## src/rtl/pipeline_pkg.sv

```systemverilog
// Control-field layout and widths shared by the ID/EX, forwarding and EX/MEM logic.
package pipeline_pkg;
  localparam int REG_W = 5;
  localparam int WB_W  = 2;
  localparam int M_W   = 2;
  localparam int EX_W  = 4;

  localparam int REGWRITE = 0;
  localparam int MEMTOREG = 1;
  localparam int MEMREAD  = 0;
  localparam int MEMWRITE = 1;
  localparam int ALUSRC   = 0;
  localparam int REGDST   = 3;

  typedef struct packed {
    logic [WB_W-1:0] wb;
    logic [M_W-1:0]  m;
    logic [EX_W-1:0] ex;
  } ctl_t;

  localparam ctl_t BUBBLE = '0;
endpackage

```

## src/rtl/id_ex_stage_hazard_detect.sv

```systemverilog
// Load-use comparator: a load in EX whose destination is read by the instruction in ID.
module hazard_detect
  import pipeline_pkg::*;
(
  input  logic             ex_valid,
  input  logic             ex_memread,
  input  logic [REG_W-1:0] ex_rd,
  input  logic             id_valid,
  input  logic [REG_W-1:0] id_rs1,
  input  logic [REG_W-1:0] id_rs2,
  input  logic             id_uses_rs2,
  output logic             load_use
);
  logic rs1_hit, rs2_hit;

  assign rs1_hit  = (ex_rd == id_rs1);
  assign rs2_hit  = id_uses_rs2 && (ex_rd == id_rs2);
  // x0 is never written, so a load targeting it cannot create a dependence.
  assign load_use = ex_valid && ex_memread && (ex_rd != '0) && id_valid && (rs1_hit || rs2_hit);
endmodule

```

## src/rtl/id_ex_stage.sv

```systemverilog
// ID/EX pipeline register with load-use bubble insertion, branch flush and memory freeze.
module id_ex_stage
  import pipeline_pkg::*;
#(
  parameter int N  = 32,
  parameter int CW = 16
) (
  input  logic             clk,
  input  logic             rst,
  input  logic             ifid_valid,
  input  logic [REG_W-1:0] ifid_rs1,
  input  logic [REG_W-1:0] ifid_rs2,
  input  logic [REG_W-1:0] ifid_rd,
  input  logic             ifid_uses_rs2,
  input  logic [N-1:0]     rdata1,
  input  logic [N-1:0]     rdata2,
  input  logic [N-1:0]     imm,
  input  logic [N-1:0]     pc,
  input  logic [WB_W-1:0]  ctl_wb,
  input  logic [M_W-1:0]   ctl_m,
  input  logic [EX_W-1:0]  ctl_ex,
  input  logic             flush,
  input  logic             mem_stall,
  output logic             idex_valid,
  output logic [REG_W-1:0] idex_rs1,
  output logic [REG_W-1:0] idex_rs2,
  output logic [REG_W-1:0] idex_rd,
  output logic [N-1:0]     idex_rdata1,
  output logic [N-1:0]     idex_rdata2,
  output logic [N-1:0]     idex_imm,
  output logic [N-1:0]     idex_pc,
  output logic [WB_W-1:0]  idex_wb,
  output logic [M_W-1:0]   idex_m,
  output logic [EX_W-1:0]  idex_ex,
  output logic             pc_write,
  output logic             ifid_write,
  output logic             hazard_stall,
  output logic [CW-1:0]    stall_count
);
  function automatic logic [CW-1:0] sat_inc(input logic [CW-1:0] v);
    return (&v) ? v : v + 1'b1;
  endfunction

  logic load_use;
  logic bubble;
  ctl_t ctl_in;

  hazard_detect u_hazard_detect (
    .ex_valid    (idex_valid),
    .ex_memread  (idex_m[MEMREAD]),
    .ex_rd       (idex_rd),
    .id_valid    (ifid_valid),
    .id_rs1      (ifid_rs1),
    .id_rs2      (ifid_rs2),
    .id_uses_rs2 (ifid_uses_rs2),
    .load_use    (load_use)
  );

  // A pending flush outranks the load-use stall: the dependent instruction is squashed anyway.
  assign hazard_stall = !rst && !mem_stall && !flush && load_use;
  assign pc_write     = rst || (!mem_stall && !hazard_stall);
  assign ifid_write   = pc_write;
  assign bubble       = flush || load_use;
  assign ctl_in       = ifid_valid ? ctl_t'{wb: ctl_wb, m: ctl_m, ex: ctl_ex} : BUBBLE;

  // ID -> EX boundary
  always_ff @(posedge clk or posedge rst) begin
    if (rst) begin
      idex_valid  <= 1'b0;
      idex_rs1    <= '0;
      idex_rs2    <= '0;
      idex_rd     <= '0;
      idex_rdata1 <= '0;
      idex_rdata2 <= '0;
      idex_imm    <= '0;
      idex_pc     <= '0;
      idex_wb     <= BUBBLE.wb;
      idex_m      <= BUBBLE.m;
      idex_ex     <= BUBBLE.ex;
      stall_count <= '0;
    end else if (!mem_stall) begin
      if (bubble) begin
        idex_valid  <= 1'b0;
        idex_rs1    <= '0;
        idex_rs2    <= '0;
        idex_rd     <= '0;
        idex_rdata1 <= '0;
        idex_rdata2 <= '0;
        idex_imm    <= '0;
        idex_pc     <= '0;
        idex_wb     <= BUBBLE.wb;
        idex_m      <= BUBBLE.m;
        idex_ex     <= BUBBLE.ex;
      end else begin
        idex_valid  <= ifid_valid;
        idex_rs1    <= ifid_rs1;
        idex_rs2    <= ifid_rs2;
        idex_rd     <= ifid_rd;
        idex_rdata1 <= rdata1;
        idex_rdata2 <= rdata2;
        idex_imm    <= imm;
        idex_pc     <= pc;
        idex_wb     <= ctl_in.wb;
        idex_m      <= ctl_in.m;
        idex_ex     <= ctl_in.ex;
      end
      if (hazard_stall) stall_count <= sat_inc(stall_count);
    end
  end
endmodule

```

## config.mk

```make
export PLATFORM = sky130hd
export DESIGN_NAME = id_ex_stage
export DESIGN_NICKNAME = d
export VERILOG_FILES = /design/src/rtl/pipeline_pkg.sv /design/src/rtl/id_ex_stage_hazard_detect.sv /design/src/rtl/id_ex_stage.sv
export SDC_FILE = /design/constraint.sdc
export NUM_CORES = 1
export LEC_CHECK = 0
export CORE_AREA = 2 2 126 128
export CTS_BUF_LIST = sky130_fd_sc_hd__clkbuf_8
export DETAILED_ROUTE_END_ITERATION = 10
export DIE_AREA = 0 0 128 130
export DONT_BUFFER_PORTS = 1
export GPL_TIMING_DRIVEN = 0
export HOLD_SLACK_MARGIN = 0.15
export PLACE_DENSITY_LB_ADDON = 0.3
export SETUP_SLACK_MARGIN = 0.2
export SLEW_MARGIN = 20
export SYNTH_ARGS = -nofsm -noshare
export SYNTH_HDL_FRONTEND = slang
export SYNTH_HIERARCHICAL = 1
export SYNTH_SLANG_ARGS = --single-unit
```

## constraint.sdc

```tcl
create_clock -name clk -period 18.8 [get_ports clk]
set_input_delay 3.76 -clock clk [delete_from_list [all_inputs] [get_ports clk]]
set_output_delay 3.76 -clock clk [all_outputs]
set_load 0.01 [all_outputs]
```

==> results of run 1 <==
-- cell usage after synthesis --
cell       instances
clkbuf_1          27
xor2_1            17
inv_1              4
o2111ai_1          1
nor3_2             2
nor3_1             6
and4_1             2
nand3_1            9
nand4_1            6
dfrtp_1          168
a21oi_1            2
ha_1               1
nor4_2             1
a21o_1             1
a2111o_1           1
nor4_1             5
and2_1             1
or4_1              2
a22o_1           151
xnor2_1            8
or4b_1             1
buf_2              8
nand2_1            4
nor4b_1            1
buf_4              1
or3_1              1
nor2_1             2
mux2_2             1
-- critical path, delay by kind of cell --
kind / cells / cell delay [ns]
simple gates: 3 / 0.85
buf+inv: 3 / 0.64
compound gates: 2 / 0.40
xor+xnor: 1 / 0.12
-- layout make-up --
cell class | count | area, sq um
Timing Repair Buffer | 2 | 35.0
Clock inverter | 14 | 123
Fill cell | 1411 | 8530
Tap cell | 192 | 240
Clock buffer | 18 | 248
Buffer | 36 | 149
Inverter | 4 | 22.5
Multi-Input combinational cell | 226 | 1870
Sequential cell | 168 | 4200
-- kinds of logic after synthesis --
group	after synthesis	synth area share, %
buffers and inverters	40	2.63
muxes	1	0.181
adders and majority gates	1	0.201
DFF	168	67.4
xor gates and xnor gates	25	3.51
and+or+nand+nor	43	4.22
AOI/OAI and AO/OA	156	21.8
-- final timing paths --
path                                  from               to  depth (start not counted)
min in group asynchronous              rst   stall_count[2]                          1
setup reg to reg                idex_rd[2]      idex_pc[26]                          8
max in group asynchronous              rst   idex_rdata2[8]                          2
setup / recovery               ifid_rs2[2]         pc_write                          9
hold / removal             idex_rdata1[23]  idex_rdata1[23]                          1
hold reg to reg            idex_rdata1[23]  idex_rdata1[23]                          1
-- metrics by stage --
stage | cells | cell area (sq um) | utilization, % | hold slack, ns | setup slack [ns]
6_report | 660 | 6890 | 44.7 | 0.582 | 9.26
5_1_grt | 660 | 6890 | 44.7 | 0.602 | 9.09
4_1_cts | 660 | 6890 | 44.7 | 0.588 | 9.25
3_5_place_dp | 628 | 6520 | 42.3 | 0.566 | 9.26
3_3_place_gp | 626 | 6470 | 42.0 | 0.564 | 5.49
2_1_floorplan | 434 | 6230 | - | 0.534 | 6.77
-- power groups by stage --
| stage | sequential (W) | combinational (W) | clock (W) |
|---|---|---|---|
| floorplan | 0.000419 | 0.0000392 | 0 |
| detailed placement | 0.000427 | 0.0000506 | 0 |
| global route | 0.000423 | 0.0000552 | 0.000266 |
| global placement | 0.000427 | 0.0000467 | 0 |
| finish | 0.000420 | 0.0000493 | 0.000243 |
| CTS | 0.000420 | 0.0000504 | 0.000251 |
-- per-layer routing --
layer  wire length [microns]  vias to the layer above
met2                    8610                      214
met4                     172                        0
met1                    6500                     2046
li1                        -                     1703
met5                       0                        -
met3                    1220                       11
-- registers in the layout (all words and copies together) (netlist names) --
register and cells:
idex_imm 32, idex_pc 32, idex_rdata1 32, idex_rdata2 32, stall_count 16, idex_rd 5, idex_rs1 5, idex_rs2 5
idex_ex 4, idex_m 2, idex_wb 2, idex_valid 1
==> run_results.csv, run 1 <==
group,metric,value,unit
global_routing,use_met3,6.64,%
power_and_ir_drop,p_leak,3.28,nW
clock_network,cts.hold.buffers_added,0,
synth,yosysWarnings,6,
global_routing,grtUsageMet2,32.0,%
worst_setup_path,path_class,"in2out",
routing,wl_per_cell,25.0,microns
timing,period_needed,9.54,ns
clock_network,cts_tree,"built",
power_and_ir_drop,switching_share,27.3,%
worst_setup_path,cp_slowest_cell,"or4b_1",
worst_setup_path,startpoint_type,"primary input",
timing,hold_violations,0,
die,dieWidth,128,microns
power_and_ir_drop,power.switching,0.000194,W
global_routing,grt_pass1_wl,23500,microns
die,rows,46,
global_routing,first_global_vias,4010,
clock_network,cts.path.max_buffers,2,
timing,worst_pin_slew,0.620,ns
finish,finalNetCount,613,
global_routing,antenna_found_initial,0,
synth,synth_seq_cells,168,
finish,mostFrequentLayoutCells,"168 x dfrtp_1, 151 x a22o_1, 27 x clkbuf_1, 18 x clkbuf_8, 17 x xor2_1",
power_and_ir_drop,comb_power_share,6.9,%
worst_setup_path,cpPeakStageDelay,0.44,ns
clock_network,cts_htree_levels,4,
finish,area_growth,10.6,%
synth,yosys.area.top_type,"dfrtp_1",
routing,via_per_inst,6.02,
outcome,outcome,"completed",
timing,setup_viol,0,
global_routing,grt_max_degree,88,
worst_setup_path,cp_common_cell,"a21oi_1",
power_and_ir_drop,vdd_drop_max,0.0000422,V
clock_network,clk_latency,0.46,ns
global_routing,top_usage_layer,"met2",
timing,fin_skew,0.0121,ns
finish,drive_gt1_share,10.0,%
timing,slew-limit-headroom,58.7,%
worst_setup_path,cp-end-kind,"output pin",
synth,synth_area_leaders,"dfrtp_1 67%, a22o_1 21%, xor2_1 2.4%",
worst_hold_path,hold_path.class,"reg2reg",
routing,drt-initial-drc-count,222,
routing,drtAntennaViolNets,0,
die,die_h,130,microns
placed_design,portBuffers,0,
global_routing,track_usage,18.9,%
global_routing,grtUsageMet1,23.1,%
worst_setup_path,worst_ep_required_time,15.04,ns
clock_network,post_cts_buffers,0,
finish,layout_commonest_cell,"dfrtp_1",
clock_network,cts.sinks,168,
worst_setup_path,arrival,5.78,ns
placed_design,gp_congestion,0.811,
power_and_ir_drop,powerDensity,103,nW/um^2
clock_network,cts_root_buf,"clkbuf_8",
worst_setup_path,cp_max_fo,10,
finish,diodes,0,
clock_network,post_cts_resized,0,
placed_design,hpwl,12300,microns
synth,synthesis.area,6230,sq um
power_and_ir_drop,internal_power,0.000518,W
global_routing,overflow,0,
worst_setup_path,regToRegSetupSlack,15.76,ns
die,core_area,15400,sq um
synth,syn-num-nets,592,
clock_network,clkSlewWorstSetupHoldPaths,0.09,ns
routing,drc,0,
power_and_ir_drop,power.share.sequential,59.0,%
routing,dr.pass1.iters,5,
worst_setup_path,crit_chain,"xor2_1, nor4_1, nand3_1, a21oi_1, or4b_1, buf_2, inv_1, a21oi_1, buf_4",
timing,final_max_slew_viol_count,0,
timing,rsz0062_at_grt,"no",
power_and_ir_drop,power,0.000712,W
routing,drt_wl_total,16500,microns
routing,via_count,3974,
synth,ys_types,28,
power_and_ir_drop,pwr-share-clk,34.1,%
clock_network,numCtsBuffers,17,
die,start_util,40.4,%
synth,postSynthAreaPerCell,14.4,sq um
synth,yosysTopAreaCellShare,67.4,%
job,cap_viol_max_count,0,
die,dieArea,16600,sq um
timing,final.setup.tns,0,ns
synth,ys_seq_area_share,67.4,%
synth,netlist_instances,434,
timing,finalCritPeriodShare,50.7,%
timing,fmax,105,MHz
die,ios,328,
No activity file was read; power rests on OpenSTA's default activity.
==> inputs of run 2 (changes only) <==
==> constraint.sdc (replaced) <==
create_clock -name clk -period 8.8 [get_ports clk]
set_input_delay 1.76 -clock clk [delete_from_list [all_inputs] [get_ports clk]]
set_output_delay 1.76 -clock clk [all_outputs]
set_load 0.01 [all_outputs]
==> results of run 2 <==
Same layout as run 1 (identical final DEF). Status: completed.
Among the figures that moved: setup slack after placement 9.26 ns -> 3.26 ns; setup slack after layout 9.26 ns -> 3.26 ns; register-to-register setup slack 15.76 ns -> 5.76 ns; total power 0.000712 W -> 0.00152 W; worst IR drop on VDD 0.0000422 V -> 0.0000901 V
